### config.mk
export PLATFORM = sky130hd
export DESIGN_NAME = dmem_lsu
export DESIGN_NICKNAME = d
export VERILOG_FILES = /design/src/rtl/mem_pkg.sv /design/src/rtl/lsu_load_align.sv /design/src/rtl/dmem_lsu.sv
export SDC_FILE = /design/constraint.sdc
export NUM_CORES = 1
export LEC_CHECK = 0
export ABC_AREA = 1
export BUFFER_PORTS_ARGS = -buffer_cell sky130_fd_sc_hd__buf_2
export CORE_MARGIN = 2
export CORE_UTILIZATION = 26
export CTS_BUF_LIST = sky130_fd_sc_hd__clkbuf_4
export DETAILED_ROUTE_END_ITERATION = 12
export PLACE_DENSITY = 0.65
export SKIP_CTS_REPAIR_TIMING = 1
export SLEW_MARGIN = 20
export SYNTH_ARGS = -nofsm -noshare
export SYNTH_HDL_FRONTEND = slang
export SYNTH_SLANG_ARGS = --single-unit
### constraint.sdc
create_clock -name clk -period 4.54 [get_ports clk]
set_clock_uncertainty 0.15 [all_clocks]
set_input_delay 0.227 -clock clk [delete_from_list [all_inputs] [get_ports clk]]
set_output_delay 0.227 -clock clk [all_outputs]
set_load 0.02 [all_outputs]
### src/rtl/mem_pkg.sv
// Shared encodings for the MEM-stage load/store unit.
// Op codes, exception codes, FSM states and RAM geometry.
package mem_pkg;

  localparam int LSU_RAM_WORDS = 101;
  localparam int LSU_ADDR_W    = 10;

  typedef enum logic [2:0] {
    LSU_LB  = 3'd0,
    LSU_LBU = 3'd1,
    LSU_LH  = 3'd2,
    LSU_LHU = 3'd3,
    LSU_LW  = 3'd4,
    LSU_SB  = 3'd5,
    LSU_SH  = 3'd6,
    LSU_SW  = 3'd7
  } lsu_op_e;

  localparam logic [1:0] EXC_NONE  = 2'd0;
  localparam logic [1:0] EXC_ADEL  = 2'd1;
  localparam logic [1:0] EXC_ADES  = 2'd2;
  localparam logic [1:0] EXC_RANGE = 2'd3;

  typedef enum logic [1:0] {
    S_IDLE = 2'd0,
    S_BUSY = 2'd1,
    S_EXC  = 2'd2
  } lsu_state_e;

endpackage

### src/rtl/lsu_load_align.sv
// Load data extraction from a RAM word.
// Selects byte/half by offset and sign/zero-extends.
module lsu_load_align
  import mem_pkg::*;
(
  input  logic [31:0] rdata,
  input  lsu_op_e     op,
  input  logic [1:0]  off,
  output logic [31:0] data
);

  logic [7:0]  b;
  logic [15:0] h;

  assign b = rdata[8*off +: 8];
  assign h = rdata[16*off[1] +: 16];

  // Extend the selected lane; stores return zero
  always_comb begin
    data = '0;
    case (op)
      LSU_LB:  data = {{24{b[7]}}, b};
      LSU_LBU: data = {24'd0, b};
      LSU_LH:  data = {{16{h[15]}}, h};
      LSU_LHU: data = {16'd0, h};
      LSU_LW:  data = rdata;
      default: data = '0;
    endcase
  end

endmodule

### src/rtl/dmem_lsu.sv
// MEM-stage load/store unit in front of a synchronous data RAM.
// Aligns stores, extends loads, traps misaligned/out-of-range accesses.
module dmem_lsu
  import mem_pkg::*;
#(
  parameter int RAM_WORDS = LSU_RAM_WORDS,
  parameter int ADDR_W    = LSU_ADDR_W
) (
  input  logic              clk,
  input  logic              resetn,
  input  logic              req_valid,
  output logic              req_ready,
  input  logic [2:0]        req_op,
  input  logic [31:0]       req_addr,
  input  logic [31:0]       req_wdata,
  input  logic              flush,
  output logic              rsp_valid,
  output logic [31:0]       rsp_rdata,
  output logic              exc_valid,
  output logic [1:0]        exc_code,
  output logic [31:0]       exc_badvaddr,
  output logic              ram_en,
  output logic [3:0]        ram_wen,
  output logic [ADDR_W-1:0] ram_addr,
  output logic [31:0]       ram_wdata,
  input  logic [31:0]       ram_rdata
);

  lsu_state_e state_q, state_d;

  lsu_op_e    op;
  logic       acc;
  logic       is_half;
  logic       is_word;
  logic       is_store;
  logic       mis;
  logic       oor;
  logic       fault;
  logic [1:0] fcode;

  logic       pend_valid;
  lsu_op_e    pend_op;
  logic [1:0] pend_off;
  logic [31:0] ld_data;

  assign op       = lsu_op_e'(req_op);
  assign acc      = req_valid && req_ready;
  assign is_store = req_op[2] && (req_op[1:0] != 2'd0);
  assign is_half  = (op == LSU_LH) || (op == LSU_LHU) ||
                    (op == LSU_SH);
  assign is_word  = (op == LSU_LW) || (op == LSU_SW);

  assign mis = (is_half && req_addr[0]) ||
               (is_word && (req_addr[1:0] != 2'd0));
  assign oor = {2'b00, req_addr[31:2]} >= 32'(RAM_WORDS);

  assign fault = mis || oor;
  assign fcode = mis ? (is_store ? EXC_ADES : EXC_ADEL)
                     : EXC_RANGE;

  assign ram_en   = acc && !fault;
  assign ram_addr = req_addr[ADDR_W+1:2];

  // Byte enables and replicated store data for the RAM
  always_comb begin
    ram_wen   = '0;
    ram_wdata = '0;
    if (ram_en) begin
      case (op)
        LSU_SB: begin
          ram_wen   = 4'b0001 << req_addr[1:0];
          ram_wdata = {4{req_wdata[7:0]}};
        end
        LSU_SH: begin
          ram_wen   = req_addr[1] ? 4'b1100 : 4'b0011;
          ram_wdata = {2{req_wdata[15:0]}};
        end
        LSU_SW: begin
          ram_wen   = 4'b1111;
          ram_wdata = req_wdata;
        end
        default: begin
          ram_wen   = '0;
          ram_wdata = '0;
        end
      endcase
    end
  end

  // Next-state and handshake decode
  always_comb begin
    state_d   = state_q;
    req_ready = 1'b1;
    case (state_q)
      S_IDLE, S_BUSY: begin
        if (acc) state_d = fault ? S_EXC : S_BUSY;
        else     state_d = S_IDLE;
      end
      S_EXC: begin
        req_ready = 1'b0;
        if (flush) state_d = S_IDLE;
      end
      default: state_d = S_IDLE;
    endcase
  end

  // State, pending response and exception registers
  always_ff @(posedge clk or negedge resetn) begin
    if (!resetn) begin
      state_q      <= S_IDLE;
      pend_valid   <= 1'b0;
      pend_op      <= LSU_LB;
      pend_off     <= 2'd0;
      exc_valid    <= 1'b0;
      exc_code     <= EXC_NONE;
      exc_badvaddr <= '0;
    end else begin
      state_q    <= state_d;
      pend_valid <= ram_en;
      exc_valid  <= acc && fault;
      if (ram_en) begin
        pend_op  <= op;
        pend_off <= req_addr[1:0];
      end
      if (acc && fault) begin
        exc_code     <= fcode;
        exc_badvaddr <= req_addr;
      end
    end
  end

  lsu_load_align u_align (
    .rdata (ram_rdata),
    .op    (pend_op),
    .off   (pend_off),
    .data  (ld_data)
  );

  assign rsp_valid = pend_valid && !flush;
  assign rsp_rdata = rsp_valid ? ld_data : '0;

endmodule

==> run_results.csv <==
group,metric,value,unit
cts,clk_latency,0.37,ns
placed_design,hpwl,9158,um
sta,hold_viol,0,
sta,tns,0,ns
yosys,yosysTopAreaCell,"dfrtp_1",
setup_path,start_kind,"flop",
min_path,min_delay_path_depth,3,
yosys,synth.top_cells.by_area,"dfrtp_1 32%, nand2_1 19%, nor2_1 8.0%",
final_layout,final_nets,857,
pwr,cellPowerDensity,304.1,mW/mm^2
final_layout,fin_util,38.28,%
yosys,synthArstFlopShare,100.0,%
route,drtIter0Drc,339,
route,vias_per_cell,4.639,
yosys,synthFlopType,"dfrtp_1",
setup_path,reg2reg_slack,2.60,ns
outcome,status,"completed",
final_layout,multi_input_comb_area,0.001787,sq mm
yosys,synth_cell_types,26,
yosys,ys_seq_area_share,32.22,%
setup_path,crit_path_frequent_cell,"nand2_1",
floorplanning,rows,41,
setup_path,crit_required,4.16,ns
setup_path,r2r_cells,7,
setup_path,end_kind,"output pin",
global_route,grt_pass1_vias,3851,
setup_path,max_stage_delay,0.59,ns
placed_design,io_buffer_count,218,
sta,rsz0062_at_grt,"false",
cts,clkSlewWorstSetupHoldPaths,0.13,ns
setup_path,r2r_end,"exc_badvaddr[26]",
route,drc_errors,0,
setup_path,cp_top_family,"simple AND/OR/NAND/NOR gates",
yosys,synth_top_cell_area_share,32.22,%
sta,max_freq,0.3342,GHz
floorplanning,initial_core_util,26.57,%
cts,cts_buffer_depth,2,
setup_path,cpMaxStageDelayCell,"dfrtp_1",
yosys,synthCells,535,
pwr,leakagePower,2.753,nW
final_layout,area_growth,44.06,%
cts,cts_made_buffers,5,
floorplanning,core_area,0.01257,sq mm
job,cap_violations,0,
yosys,synth_nets,638,
setup_path,path_class,"reg2out",
cts,tritoncts,"yes",
route,drtPass1Iterations,5,
yosys,synth_edf_count,0,
yosys,synth-seq-cells,43,
route,routed_wl,12460,um
final_layout,regArea,0.001076,sq mm
route,ant_nets,0,
global_route,grt_usage,16.69,%
placed_design,gp_congestion,0.8330,
cts,clockRootBuffer,"clkbuf_4",
yosys,syn_area,0.003339,sq mm
setup_path,path_cells,"inv_1, nor2_1, o21ai_0, nand2_1, nand2_1, a31oi_1, buf_2",
sta,min_period,2.992,ns
min_path,min_path_type,"in2reg",
yosys,yosysWarnings,0,
floorplanning,die_x,117.3,um
min_path,holdCritStartpoint,"req_addr[1]",
route,via_count,4305,
global_route,grt_first_pass_wirelength,18890,um
sta,timing.slew.headroom,39.18,%
cts,clock_sinks,43,
setup_path,arrival,2.62,ns
sta,report.final.slew_viol_count,0,
final_layout,post-route-cell-area,0.004811,sq mm
floorplanning,die_area,0.01377,sq mm
final_layout,fillerInstances,1353,
yosys,syn_avg_cell_area,6.242,sq um
global_route,grt_max_degree,44,
setup_path,r2r_start,"state_q[1]",
setup_path,path_buf_inv,2,
global_route,antenna_found_initial,1,
sta,period_share,65.90,%
placed_design,placed_cell_area,0.004405,sq mm
min_path,min_to,"exc_badvaddr[1]",
global_route,gr-total-overflow,0,
floorplanning,fp.dieH,117.3,um
sta,worstMarginPinSlew,0.9101,ns
final_layout,layout-drive-gt1-share,31.13,%
floorplanning,ios,219,
route,wl_per_cell,13.43,um
pwr,vdd_ir_drop_max,0.1496,mV
pwr,finalPower,1.463,mW
setup_path,cp_max_fo,24,
cts,ctsHtreeMaxLevel,2,
sta,finalSetupViolCount,0,
## logic make-up after synthesis
| group | Yosys count | synth area share (%) |
|---|---|---|
| DFF | 43 | 32.22 |
| buffers and inverters | 100 | 14.27 |
| and+or+nand+nor | 299 | 37.39 |
| AOI/OAI and AO/OA | 93 | 16.11 |
## area by class of cell
| class | count | area share [%] |
|---|---|---|
| diodes | 1 | 0.05202 |
| clock buffers | 5 | 0.7802 |
| clock inverters | 3 | 0.8843 |
| inverters | 61 | 4.759 |
| multi-input cells | 392 | 37.14 |
| flip-flops and latches | 43 | 22.37 |
| well taps | 172 | 4.473 |
| repair buffers | 251 | 29.54 |
## cells in the mapped netlist (2+ instances only)
cell,count
nand3_1,44
clkbuf_1,9
a31oi_1,25
o21ai_0,26
nor2_4,2
o21ai_1,2
nand2_2,2
a21oi_1,20
buf_2,9
buf_1,4
nand2_4,2
dfrtp_1,43
a211oi_1,2
o22ai_1,7
nor2_1,71
a22oi_1,8
o211ai_1,3
buf_4,10
nand2_1,170
nand4_1,5
buf_6,7
inv_1,60
## per-layer routing
layer  vias up  part of all wire [%]  global-route usage [%]
met5         -                     0                       0
met3        18                   6.9                   3.161
li1       2156                     -                       -
met1      1928                    42                   19.89
met4         0                   1.9                   4.443
met2       203                    49                   30.59
## worst min-delay path, stage by stage
cell and delay (ns):
buf_2 0.14, nand3_1 0.09, nand2_1 0.05
## metrics by stage
| step | setup slack [ns] | hold slack [ns] | cells |
|---|---|---|---|
| final | 1.548 | 0.01761 | 928 |
| after global routing | 1.224 | 0.01924 | 928 |
| after CTS | 1.525 | -0.1180 | 895 |
| after detailed placement | 1.950 | 0.3027 | 887 |
| after global placement | 2.072 | 0.2991 | 887 |
| after floorplan | 2.605 | -0.2186 | 535 |
## registers in the layout (all words and copies together) (netlist names)
name,count
exc_code,2
exc_valid,1
pend_off,2
pend_valid,1
state_q,2
pend_op,3
exc_badvaddr,32
## worst max path at each step
stage,startpoint,endpoint,slack (ns),cells past startpoint
after global placement,pend_off[1],rsp_rdata[24],2.07,7
final,pend_off[1],rsp_rdata[15],1.55,7
after floorplan,pend_op[2],rsp_rdata[20],2.61,6
after CTS,pend_off[1],rsp_rdata[15],1.53,7
after global routing,pend_off[1],rsp_rdata[28],1.22,7
after detailed placement,pend_off[1],rsp_rdata[20],1.95,7
## where the power goes
part	leakage, nW	internal (mW)	switching (mW)
Clock	0.0432	0.116	0.139
Sequential	0.539	0.503	0.0629
Combinational	2.17	0.219	0.423
Total	2.75	0.838	0.625
## cell usage in the layout (no fill, tap or decap)
cell / n
a211oi_1: 2
a21oi_1: 20
a22oi_1: 8
a31oi_1: 25
buf_2: 217
buf_4: 2
bufinv_16: 1
clkbuf_4: 5
clkinv_1: 1
dfrtp_1: 43
diode_2: 1
dlygate4sd3_1: 32
inv_1: 60
inv_2: 1
inv_6: 1
nand2_1: 170
nand2_2: 2
nand2_4: 2
nand3_1: 44
nand3b_1: 1
nand4_1: 5
nand4_4: 1
nor2_1: 71
nor2_2: 1
nor2_4: 2
o211ai_1: 3
o21ai_0: 26
o21ai_1: 2
o22ai_1: 7
No activity file was read; power rests on OpenSTA's default activity.
